[src/rtl/sprite_pkg.sv]
// Shared definitions for the sprite table writer: op encodings, RAM layout, load line.
// SPRITE_WRITER_CLAMP_EN selects saturating MOVE arithmetic instead of modulo-256 wrap.
package sprite_pkg;

    typedef enum logic [1:0] {
        SPR_OP_SET_POS  = 2'd0,
        SPR_OP_SET_ATTR = 2'd1,
        SPR_OP_MOVE     = 2'd2,
        SPR_OP_CLEAR    = 2'd3
    } spr_op_e;

    localparam logic       SPR_POS_OFS   = 1'b0;
    localparam logic       SPR_ATTR_OFS  = 1'b1;
    localparam logic [8:0] SPR_LOAD_LINE = 9'd260;

    // Unsigned position plus two's-complement delta.
    function automatic logic [7:0] move_axis(input logic [7:0] pos, input logic [7:0] delta);
`ifdef SPRITE_WRITER_CLAMP_EN
        logic [9:0] sum;
        sum = {2'b00, pos} + {{2{delta[7]}}, delta};
        if (sum[9])
            return '0;
        else if (sum[8])
            return '1;
        else
            return sum[7:0];
`else
        return pos + delta;
`endif
    endfunction

endpackage

[src/rtl/sprite_cmd_fifo.sv]
// Synchronous command FIFO with full/empty flags; storage is not reset.
module sprite_cmd_fifo #(
    parameter int unsigned W  = 23,
    parameter int unsigned FD = 2
) (
    input  logic         clk,
    input  logic         rst,
    input  logic         push_i,
    input  logic         pop_i,
    input  logic [W-1:0] wdata_i,
    output logic [W-1:0] rdata_o,
    output logic         full_o,
    output logic         empty_o
);
    localparam int unsigned DEPTH = 1 << FD;

    logic [W-1:0]  mem_q [DEPTH];
    logic [FD-1:0] wr_ptr_q, rd_ptr_q;
    logic [FD:0]   count_q;
    logic          do_push, do_pop;

    assign full_o  = (count_q == (FD+1)'(DEPTH));
    assign empty_o = (count_q == '0);
    assign do_push = push_i && !full_o;
    assign do_pop  = pop_i && !empty_o;
    assign rdata_o = mem_q[rd_ptr_q];

    always_ff @(posedge clk or posedge rst) begin
        if (rst) begin
            wr_ptr_q <= '0;
            rd_ptr_q <= '0;
            count_q  <= '0;
        end else begin
            if (do_push) wr_ptr_q <= wr_ptr_q + 1'b1;
            if (do_pop)  rd_ptr_q <= rd_ptr_q + 1'b1;
            case ({do_push, do_pop})
                2'b10:   count_q <= count_q + 1'b1;
                2'b01:   count_q <= count_q - 1'b1;
                default: count_q <= count_q;
            endcase
        end
    end

    always_ff @(posedge clk) begin
        if (do_push) mem_q[wr_ptr_q] <= wdata_i;
    end

endmodule

[src/rtl/sprite_table_writer.sv]
// CPU-side sprite RAM writer: queues commands and applies them only inside the vblank grant window.
// Build option: SPRITE_WRITER_CLAMP_EN (saturating MOVE, see sprite_pkg::move_axis).
module sprite_table_writer
    import sprite_pkg::*;
#(
    parameter int unsigned NB = 5,
    parameter int unsigned FD = 2
) (
    input  logic          clk,
    input  logic          reset,
    input  logic [8:0]    vpos,
    input  logic          ram_busy,
    input  logic          cmd_valid,
    output logic          cmd_ready,
    input  logic [1:0]    cmd_op,
    input  logic [NB-1:0] cmd_index,
    input  logic [15:0]   cmd_data,
    output logic [NB:0]   ram_addr,
    output logic [15:0]   ram_dout,
    output logic          ram_we,
    input  logic [15:0]   ram_din,
    output logic          idle
);
    localparam int unsigned CW = 2 + NB + 16;

    typedef enum logic [2:0] {
        S_IDLE, S_WR, S_MV_ADDR, S_MV_WAIT, S_MV_WB, S_CLR
    } state_e;

    state_e        state_q, state_d;
    logic [NB:0]   addr_q, addr_d;
    logic [NB:0]   cnt_q, cnt_d;
    logic [15:0]   dout_q, dout_d;
    logic [15:0]   data_q, data_d;
    logic          we_q, we_d;

    logic          grant, pop, push, fifo_full, fifo_empty;
    logic [CW-1:0] head;
    spr_op_e       head_op;
    logic [NB-1:0] head_idx;
    logic [15:0]   head_data;

    assign grant     = vpos[8] && !ram_busy && (vpos != SPR_LOAD_LINE);
    assign push      = cmd_valid && !fifo_full;
    assign head_op   = spr_op_e'(head[CW-1 -: 2]);
    assign head_idx  = head[16 +: NB];
    assign head_data = head[15:0];

    sprite_cmd_fifo #(.W(CW), .FD(FD)) u_fifo (
        .clk     (clk),
        .rst     (reset),
        .push_i  (push),
        .pop_i   (pop),
        .wdata_i ({cmd_op, cmd_index, cmd_data}),
        .rdata_o (head),
        .full_o  (fifo_full),
        .empty_o (fifo_empty)
    );

    always_comb begin
        state_d = state_q;
        addr_d  = addr_q;
        cnt_d   = cnt_q;
        dout_d  = dout_q;
        data_d  = data_q;
        we_d    = we_q;
        pop     = 1'b0;
        case (state_q)
            S_IDLE: begin
                if (!fifo_empty && grant) begin
                    pop    = 1'b1;
                    data_d = head_data;
                    case (head_op)
                        SPR_OP_SET_POS: begin
                            state_d = S_WR;
                            addr_d  = {head_idx, SPR_POS_OFS};
                            dout_d  = head_data;
                            we_d    = 1'b1;
                        end
                        SPR_OP_SET_ATTR: begin
                            state_d = S_WR;
                            addr_d  = {head_idx, SPR_ATTR_OFS};
                            dout_d  = head_data;
                            we_d    = 1'b1;
                        end
                        SPR_OP_MOVE: begin
                            state_d = S_MV_ADDR;
                            addr_d  = {head_idx, SPR_POS_OFS};
                            we_d    = 1'b0;
                        end
                        default: begin
                            state_d = S_CLR;
                            cnt_d   = '0;
                            addr_d  = '0;
                            dout_d  = '0;
                            we_d    = 1'b1;
                        end
                    endcase
                end
            end
            S_WR: begin
                if (grant) begin
                    state_d = S_IDLE;
                    we_d    = 1'b0;
                end
            end
            S_MV_ADDR: begin
                if (grant) state_d = S_MV_WAIT;
            end
            // Any grant loss after the read restarts the MOVE so the read is repeated.
            S_MV_WAIT: begin
                if (grant) begin
                    dout_d  = {move_axis(ram_din[15:8], data_q[15:8]),
                               move_axis(ram_din[7:0],  data_q[7:0])};
                    we_d    = 1'b1;
                    state_d = S_MV_WB;
                end else begin
                    state_d = S_MV_ADDR;
                end
            end
            S_MV_WB: begin
                we_d    = 1'b0;
                state_d = grant ? S_IDLE : S_MV_ADDR;
            end
            S_CLR: begin
                if (grant) begin
                    if (cnt_q == '1) begin
                        state_d = S_IDLE;
                        we_d    = 1'b0;
                    end else begin
                        cnt_d  = cnt_q + 1'b1;
                        addr_d = cnt_q + 1'b1;
                    end
                end
            end
            default: begin
                state_d = S_IDLE;
                we_d    = 1'b0;
            end
        endcase
    end

    always_ff @(posedge clk or posedge reset) begin
        if (reset) begin
            state_q <= S_IDLE;
            addr_q  <= '0;
            cnt_q   <= '0;
            dout_q  <= '0;
            data_q  <= '0;
            we_q    <= 1'b0;
        end else begin
            state_q <= state_d;
            addr_q  <= addr_d;
            cnt_q   <= cnt_d;
            dout_q  <= dout_d;
            data_q  <= data_d;
            we_q    <= we_d;
        end
    end

    // The strobe is qualified by grant so a pending write stalls the same cycle the window closes.
    assign ram_we    = we_q && grant;
    assign ram_addr  = addr_q;
    assign ram_dout  = dout_q;
    assign cmd_ready = !fifo_full;
    assign idle      = fifo_empty && (state_q == S_IDLE);

endmodule

[config.mk]
export PLATFORM = sky130hd
export DESIGN_NAME = sprite_table_writer
export DESIGN_NICKNAME = d
export VERILOG_FILES = /design/src/rtl/sprite_pkg.sv /design/src/rtl/sprite_cmd_fifo.sv /design/src/rtl/sprite_table_writer.sv
export SDC_FILE = /design/constraint.sdc
export NUM_CORES = 1
export LEC_CHECK = 0
export CAP_MARGIN = 20
export CORE_MARGIN = 2
export CORE_UTILIZATION = 35
export CTS_CLUSTER_DIAMETER = 50
export DETAILED_ROUTE_END_ITERATION = 8
export GPL_TIMING_DRIVEN = 0
export PLACE_DENSITY = 0.55
export SYNTH_ARGS = -nofsm -noshare
export SYNTH_HDL_FRONTEND = slang
export SYNTH_HIERARCHICAL = 1
export SYNTH_SLANG_ARGS = --single-unit
[constraint.sdc]
create_clock -name clk -period 3.7 [get_ports clk]
set_input_delay 0.925 -clock clk [delete_from_list [all_inputs] [get_ports clk]]
set_output_delay 0.925 -clock clk [all_outputs]
set_load 0.05 [all_outputs]
* Word level (Yosys, flattened, before mapping)
Memory sizes are Yosys's and may differ from the RTL's. Index checks and enable logic that the tools add are counted. W data, S select, Z words.
Operators by class: $add $sub $neg 7, eq/ne operators 21, multiplexer cells 33, bitwise gates (word level) 1, reductions and logical operators 26
Operators by type and width (count):
- $pmux W16 S2 | 2
- $pmux W6 S2 | 3
- $mux W16 | 2
- $mux W6 | 5
- $mux W3 | 6
- $ne A2 B2 Y1 const B | 9
- $pmux W3 S6 | 1
- $add A8 B8 Y8 | 2
- $pmux W3 S2 | 2
- $mux W1 | 10
- $reduce_and A5 Y1 | 2
- $eq A3 B3 Y1 const B | 3
- $ne A9 B9 Y1 const B | 1
- $logic_and A1 B1 Y1 | 8
- $reduce_and A4 Y1 | 2
- $add A6 B1 Y6 const B | 1
- $eq A3 B2 Y1 const B | 2
- $eq A6 B6 Y1 const B | 1
- $logic_not A3 Y1 | 2
- $reduce_and A6 Y1 | 1
- $reduce_bool A2 Y1 | 3
- $pmux W1 S5 | 1
- $add A2 B1 Y2 const B | 2
- $eq A2 B1 Y1 const B | 2
- other kinds (11) | 15
Word-level totals: flip-flop bits (word level) 55, memory bits (writable) 92, bits of input ports 52, output and inout port bits 25, logic and storage cells 98, memories kept 1
Memory list:
- u_fifo.mem_q | words 4, width 23, read ports 1, clocked after memory_dff 0, write ports 1, line sprite_cmd_fifo.sv:17 | logic [W-1:0] mem_q [DEPTH];

* Longest topological paths before layout
Gate-level depths: netlist of run 1.
depth in word-level cells 9, mapped depth 12, mapped depth without buffers 10

* Cells and area by module
The synthesis of run 1 kept the hierarchy.
By module, submodules not included:
- sprite_cmd_fifo | instances 1, cells each 159, area an instance 3794.9 µm², sequential area each 2937.8 µm²
- sprite_table_writer | instances 1, cells each 314, area an instance 2934.1 µm², sequential area each 1201.2 µm²

* Worst setup path after synthesis of run 1
OpenSTA, ideal clock, no wires.
path type input-to-reg, start in vpos[2], end reg u_fifo.count_q[2], setup time 0.079 ns, arrival time 3.091 ns, required time 3.621 ns, setup slack 0.530 ns, stages 11, buffers on the path 1, cells stage by stage nor4b_1 a211o_1 nor2_2 buf_4 o31a_1 ha_1 inv_1 fa_1 xor2_1 nor2_1 xor2_1
Between the ends: longest elaborated chain between the ends 8, elaborated cells on any way between the ends 10, classes of those cells 3 x eq/ne; 3 x mux; 4 x reduce/logical
Ends and longest elaborated chain:
- start: declaration | line sprite_table_writer.sv:11 | input logic [8:0] vpos,
- $ne A9 B9 Y1 (*) | line sprite_table_writer.sv:43 | assign grant = vpos[8] && !ram_busy && (vpos != SPR_LOAD_LINE);
- $logic_and A1 B1 Y1 (*) | line sprite_table_writer.sv:43
- $logic_and A1 B1 Y1 (*) | line sprite_table_writer.sv:70 | if (!fifo_empty && grant) begin
- $mux W1 (*) | line sprite_table_writer.sv:70
- $mux W1 (*) | line sprite_table_writer.sv:68 | case (state_q)
- via pop | line sprite_table_writer.sv:37 | logic grant, pop, push, fifo_full, fifo_empty;
- $logic_and A1 B1 Y1 (*) | line sprite_cmd_fifo.sv:25 | assign do_pop = pop_i && !empty_o;
- via u_fifo.do_pop | line sprite_cmd_fifo.sv:20 | logic do_push, do_pop;
- $eq A2 B1 Y1 or $eq A2 B2 Y1 (tied branches) | line sprite_cmd_fifo.sv:36 | case ({do_push, do_pop})
- $pmux W3 S2 or $reduce_bool A2 Y1 (tied branches)
- end signal: assignment | line sprite_cmd_fifo.sv:37 | 2'b10: count_q <= count_q + 1'b1;
- end signal: assignment | line sprite_cmd_fifo.sv:38 | 2'b01: count_q <= count_q - 1'b1;
- end signal: assignment | line sprite_cmd_fifo.sv:39 | default: count_q <= count_q;
- end: declaration | line sprite_cmd_fifo.sv:19 | logic [FD:0] count_q;
Mark *: on every way through the listed nets, which the timed path passes. The rest lies on a longest branch. A chain may end at the register's enable or synchronous reset.

* Worst setup path in the final report of run 1
start in vpos[2], end out ram_we
Between the ends: longest elaborated chain between the ends 3
Ends and longest elaborated chain:
- $ne A9 B9 Y1 | line sprite_table_writer.sv:43
- $logic_and A1 B1 Y1 | line sprite_table_writer.sv:43
- $logic_and A1 B1 Y1 | line sprite_table_writer.sv:162 | assign ram_we = we_q && grant;
- end: declaration | line sprite_table_writer.sv:20 | output logic ram_we,
No other way between the ends.

==> impl_metrics.py, run 1 <==
metrics = {
    "timing": {
        "layout_setup_ws_ns": 0.0494,
        "relSlewSlack": 0.496,
        "drv_slew": 0,
        "finalHoldViolations": 0,
        "period_needed_ns": 3.65,
        "holdWs_ns": 0.475,
        "setup_viol": 0,
        "fmax_mhz": 274,
        "worst_pin_slew_ns": 0.755,
        "rsz0062_at_grt": "false",
        "fin_skew_ns": 0.00963,
        "fin_crit_sh": 0.987,
    },
    "clock_network": {
        "path_clk_slew_ns": 0.06,
        "ctsRootBufferMaster": "clkbuf_16",
        "clockBufferDepth": 2,
        "post_cts_buffers": 0,
        "cts_hold_buf": 0,
        "htreeDepth": 4,
        "clkSinkCount": 147,
        "clk_latency_ns": 0.42,
        "cts_buffers": 17,
        "tritoncts": "built",
    },
    "routing": {
        "wire_per_inst_um": 17.3,
        "num_vias": 4158,
        "drt_wl_total_um": 14200,
        "via_per_inst": 5.06,
        "drc": 0,
        "dr.pass1.iters": 4,
        "drt_iter0_drc": 268,
        "ant_nets": 0,
    },
    "run": {
        "cap_violations": 0,
    },
    "finish": {
        "drive_gt1_frac": 0.167,
        "area_growth_syn_to_layout_pct": 27.0,
        "num-fill-cells": 1658,
        "instances_no_fill": 821,
        "nets": 648,
    },
    "worst_setup_path": {
        "crit_slowest_cell": "dlygate4sd2_1",
        "critical_path_required_ns": 2.77,
        "arrival_ns": 2.73,
        "cp-start-kind": "input pin",
        "cpPeakStageDelay_ns": 0.54,
        "endpoint_kind": "output pin",
        "reg2reg_depth": 12,
        "worstPathMaxFanout": 10,
        "crit_chain": "clkdlybuf4s50_1, nor4b_1, a211o_2, buf_2, nor2_1, dlygate4sd2_1",
        "crit_type": "input pin to output pin",
    },
    "placement": {
        "place_ws_ns": -0.314,
        "dp_hpwl_um": 10400,
        "dpl.cell_count": 788,
        "port_buffers": 76,
        "place.gp.congestion": 0.809,
    },
    "floorplan": {
        "io_pins": 77,
        "rows": 50,
        "core_sq_um": 18800,
        "die_area_sq_um": 20400,
        "fp.dieW_um": 143,
        "die-height_um": 143,
        "start_util": 0.359,
    },
    "min_path": {
        "min_path_type": "flop to flop",
        "whs_path_depth": 2,
    },
    "logic_synthesis": {
        "syn_nets": 548,
        "synth_seq_cells": 147,
        "yosys_warnings": 6,
        "synthCells": 473,
        "synth_cell_types": 56,
        "seq_area_frac_synth": 0.615,
        "synth_area_sq_um": 6730,
        "synth_ff_type": "edfxtp_1",
        "async_reset_ff_frac": 0.374,
        "synth-edff-count": 92,
        "avgSynthCellArea_sq_um": 14.2,
    },
    "pwr": {
        "peakVddDrop_mv": 0.427,
        "power_density_nw_per_um2": 842,
        "p_leak_nw": 3.23,
    },
    "global_route": {
        "grt_max_degree": 33,
        "grt_pass1_vias": 4346,
        "track_usage": 0.149,
        "antenna_found_initial": 0,
        "grt_pass1_wl_um": 22900,
        "overflow": 0,
    },
    "run_status": {
        "status": "finished, final reports clean",
    },
}
-- cell type report --
type | count | area, sq um | area share
sequential | 147 | 4140 | 0.484
multi-input combinational | 283 | 2380 | 0.279
timing repair buffer | 81 | 890 | 0.104
clock buffer | 19 | 433 | 0.0507
tap | 234 | 293 | 0.0343
clock inverter | 13 | 185 | 0.0217
buffer | 21 | 136 | 0.0160
inverter | 22 | 82.6 | 0.00967
antenna | 1 | 2.50 | 0.000293
-- cell families (layout without fill, tap and decap cells) --
logic type                 count (synthesis)  in the layout  share of synthesized area
DFF                                      147            147                      0.615
and+or+nand+nor                          102            102                     0.0805
AOI/OAI and AO/OA                         93             93                     0.0826
muxes                                     46             46                      0.118
buffers and inverters                     43            156                     0.0325
adders and majority gates                 23             23                     0.0461
xor gates and xnor gates                  19             19                     0.0247
other                                      0              1                          0
-- stage by stage --
stage / utilization / area [sq um] / total power, W / TNS, ns
after detailed placement: 0.422 / 7910 / 0.00546 / -0.642
after floorplan: - / 6730 / 0.00453 / 0
after global placement: 0.415 / 7780 / 0.00531 / -0.480
final: 0.455 / 8540 / 0.00719 / 0
after CTS: 0.454 / 8530 / 0.00726 / 0
after global routing: 0.455 / 8540 / 0.00763 / 0
-- flip-flops by register name (all words and copies together) (netlist names), 3 cells and up --
register and count:
cnt_q 6, u_fifo/mem_q 92, ram_dout 16, data_q 16, u_fifo/count_q 3, ram_addr 6
state_q 3
-- layout by cell type, fill, tap and decap left out, types with 4 or more instances in the layout --
cell type / instances
mux4_2: 18
nand2_1: 27
a21oi_1: 41
a211oi_1: 4
edfxtp_1: 92
buf_2: 11
o211ai_1: 4
bufinv_16: 4
inv_1: 21
clkbuf_16: 17
nand2b_1: 5
mux2_2: 20
nor3b_1: 10
and2_1: 6
xnor2_1: 9
nor2_1: 26
mux4_1: 5
a31oi_1: 5
o21ai_0: 20
or4b_1: 4
clkbuf_1: 6
buf_16: 4
clkdlybuf4s50_1: 75
nand3_1: 8
ha_1: 20
clkinv_4: 4
xor2_1: 10
a21o_1: 4
dfrtp_1: 55
-- synthesized netlist by cell type, drive strengths merged, types with 5 or more instances --
master	number	area (sq um)
a21oi	41	205
a31oi	5	31.3
and2	6	37.5
buf	17	121
dfrtp	55	1380
edfxtp	92	2760
ha	20	250
inv	22	82.6
mux2	21	240
mux4	23	537
nand2	27	101
nand2b	5	31.3
nand3	8	40.0
nor2	27	104
nor3b	11	87.6
o21ai	21	105
xnor2	9	78.8
xor2	10	87.6
-- critical path, delay by kind of cell --
family	cells	cell delay [ns]
AOI/OAI and AO/OA	1	0.41
and+or+nand+nor	2	0.25
buffers and inverters	3	1.14
-- report_power, final --
part	internal [W]	total, W	switching (W)
registers	0.00224	0.00244	0.000200
logic	0.00128	0.00297	0.00170
clock network	0.00113	0.00178	0.000652
total	0.00464	0.00719	0.00255
-- routing by layer --
layer | wire (um) | vias to the layer above | GRT usage
li1 | - | 1987 | -
met1 | 6630 | 2065 | 0.202
met2 | 6740 | 87 | 0.236
met3 | 572 | 19 | 0.0322
met4 | 265 | 0 | 0.0594
met5 | 0 | - | 0
-- path summary, 6_finish.rpt --
path	start	slack [ns]	end
max in group asynchronous	reset	2.25	ram_dout[9]
setup reg to reg	state_q[1]	0.83	u_fifo/count_q[2]
min in group asynchronous	reset	0.87	u_fifo/wr_ptr_q[1]
hold / removal	ram_dout[10]	0.47	ram_dout[10]
hold reg to reg	ram_dout[10]	0.47	ram_dout[10]
setup / recovery	vpos[2]	0.05	ram_we
-- what timing repair did --
item	in CTS	in global routing
endpoints found under the setup margin	1	2
pin swaps	0	0
resized for setup	1	3
Note: power is estimated with default switching activity, not from simulation.
==> inputs of run 2 (changes only) <==
--- a/config.mk
+++ b/config.mk
@@ -5,7 +5,7 @@
 export SDC_FILE = /design/constraint.sdc
 export NUM_CORES = 1
 export LEC_CHECK = 0
-export CAP_MARGIN = 20
+export CAP_MARGIN = 10
 export CORE_MARGIN = 2
 export CORE_UTILIZATION = 35
 export CTS_CLUSTER_DIAMETER = 50
==> run 2 against run 1 <==
  * Maximum frequency rose by 0.79%
  * Global-route usage down 0.058 points
  * Combinational power is essentially flat
  * Final cell count shrank 0.24%
  * Sequential share of layout area is 0.092 points higher
  * Critical path depth shrank 3
  * Register-to-register slack got worse by 0.08 ns
  * Die area did not move
  * Core utilization down 0.087 points
  * Final area fell by 0.19%
  * Critical endpoint is now idle
==> impl_metrics.py, run 2 (synthesized netlist as in run 1, its figures left out) <==
metrics = {
    "finish": {
        "layout_commonest_cell": "edfxtp_1",
        "seq_area_sq_um": 4140,
        "antenna_cells": 0,
        "num-fill-cells": 1643,
        "multi_input_area_sq_um": 2380,
        "top_register": "u_fifo/mem_q",
        "area_growth_syn_to_layout_pct": 26.7,
        "drive_gt1_frac": 0.166,
        "layout_common_cells": "92 x edfxtp_1, 75 x clkdlybuf4s50_1, 55 x dfrtp_1",
        "nets": 647,
        "largest_register_ffs": 92,
    },
    "routing": {
        "ant_nets": 0,
        "wire_per_inst_um": 17.3,
        "via_per_inst": 5.09,
        "num_vias": 4165,
        "drt_iter0_drc": 251,
        "drt_wl_total_um": 14200,
        "dr.pass1.iters": 4,
        "drc": 0,
    },
    "placement": {
        "place.gp.congestion": 0.809,
        "port_buffers": 76,
        "dp_hpwl_um": 10300,
        "place_ws_ns": -0.329,
    },
    "pwr": {
        "power_density_nw_per_um2": 849,
        "p_int_w": 0.00469,
        "seq_power_share": 0.337,
        "p_comb_frac": 0.408,
        "swShare": 0.352,
        "clkPwrFrac": 0.255,
        "p_leak_nw": 3.22,
        "p_total_w": 0.00724,
        "peakVddDrop_mv": 0.393,
        "power.switching_w": 0.00255,
    },
    "worst_setup_path": {
        "crit_slowest_cell": "nor3_1",
        "endpoint_kind": "output pin",
        "critPathLaunch": "u_fifo/count_q[0]",
        "cpLargestDelayFamily": "simple AND/OR/NAND/NOR gates",
        "worstPathMaxFanout": 6,
        "crit_chain": "nor3_1, and2_1, clkdlybuf4s50_1",
        "cp-start-kind": "flop",
        "crit_type": "flop to output pin",
        "reg2reg_from": "u_fifo/count_q[0]",
        "critical_path_required_ns": 2.77,
        "arrival_ns": 2.70,
        "cpPeakStageDelay_ns": 0.80,
        "cp_num_buf_inv": 1,
    },
    "floorplan": {
        "start_util": 0.359,
        "rows": 50,
        "io_pins": 77,
        "die-height_um": 143,
        "core_sq_um": 18800,
        "die_area_sq_um": 20400,
        "fp.dieW_um": 143,
    },
    "timing": {
        "holdWs_ns": 0.482,
        "worst_pin_slew_ns": 1.20,
        "relSlewSlack": 0.202,
        "fin_skew_ns": 0.00732,
        "setup_viol": 0,
        "period_needed_ns": 3.62,
        "finalHoldViolations": 0,
        "fmax_mhz": 276,
        "rsz0062_at_grt": "false",
        "fin_crit_sh": 0.979,
        "drv_slew": 0,
        "fin_tns_setup_ns": 0,
        "layout_setup_ws_ns": 0.0779,
    },
    "run": {
        "cap_violations": 0,
    },
    "clock_network": {
        "clkSinkCount": 147,
        "ctsRootBufferMaster": "clkbuf_16",
        "cts_buffers": 17,
        "post_cts_buffers": 0,
        "path_clk_slew_ns": 0.06,
        "tritoncts": "built",
        "clk_latency_ns": 0.42,
        "htreeDepth": 4,
        "clockBufferDepth": 2,
    },
    "run_status": {
        "status": "finished, final reports clean",
    },
    "min_path": {
        "min_path_type": "flop to flop",
        "hp-start": "ram_dout[2]",
    },
    "global_route": {
        "antenna_found_initial": 0,
        "grt_pass1_vias": 4356,
        "track_usage": 0.149,
        "grt_max_degree": 33,
        "grt_pass1_wl_um": 22700,
        "overflow": 0,
    },
}
## run 2: worst min-delay path, stage by stage, from the launching register on
cell and delay (ns):
dfrtp_1 0.35, nand2_1 0.05, o21ai_0 0.06
## run 2: cell type report
cell class | instances | area share
flip-flops and latches | 147 | 0.485
multi-input cells | 283 | 0.279
repair buffers | 80 | 0.101
clock buffers | 18 | 0.0503
well taps | 234 | 0.0343
clock inverters | 14 | 0.0248
plain buffers | 21 | 0.0160
inverters | 22 | 0.00968
## run 2: stage by stage
stage | instance area [sq um] | std cells | utilization
after floorplan | 6730 | 473 | -
final | 8530 | 819 | 0.454
after CTS | 8520 | 819 | 0.454
after global routing | 8530 | 819 | 0.454
after global placement | 7780 | 783 | 0.415
after detailed placement | 7890 | 787 | 0.420
## run 2: layer usage
| metal | up-vias | part of all wire | global-route usage |
|---|---|---|---|
| met3 | 18 | 0.043 | 0.0335 |
| met2 | 100 | 0.48 | 0.240 |
| met5 | - | 0 | 0 |
| li1 | 1977 | - | - |
| met1 | 2070 | 0.46 | 0.196 |
| met4 | 0 | 0.018 | 0.0594 |
## run 2: power by group through the flow
| stage | sequential [W] | combinational [W] | clock (W) |
|---|---|---|---|
| finish | 0.00244 | 0.00296 | 0.00185 |
| detailed placement | 0.00247 | 0.00298 | 0 |
| global placement | 0.00245 | 0.00286 | 0 |
| floorplan | 0.00278 | 0.00175 | 0 |
| global route | 0.00249 | 0.00323 | 0.00195 |
| CTS | 0.00244 | 0.00299 | 0.00188 |
## run 2: final timing paths
path,to,slack (ns),cells past startpoint
worst max-delay path,idle,0.08,3
worst min-delay path,ram_dout[2],0.48,2
worst max register to register,u_fifo/count_q[2],0.75,11
worst min register to register,ram_dout[2],0.48,2
max in group asynchronous,ram_dout[9],2.25,3
min in group asynchronous,u_fifo/wr_ptr_q[0],0.88,2
## run 2: what timing repair did
action,CTS,global route
hold endpoints to repair,0,0
gates resized for setup,1,4
setup endpoints to repair,1,2
cloned,0,0
hold buffers,0,0
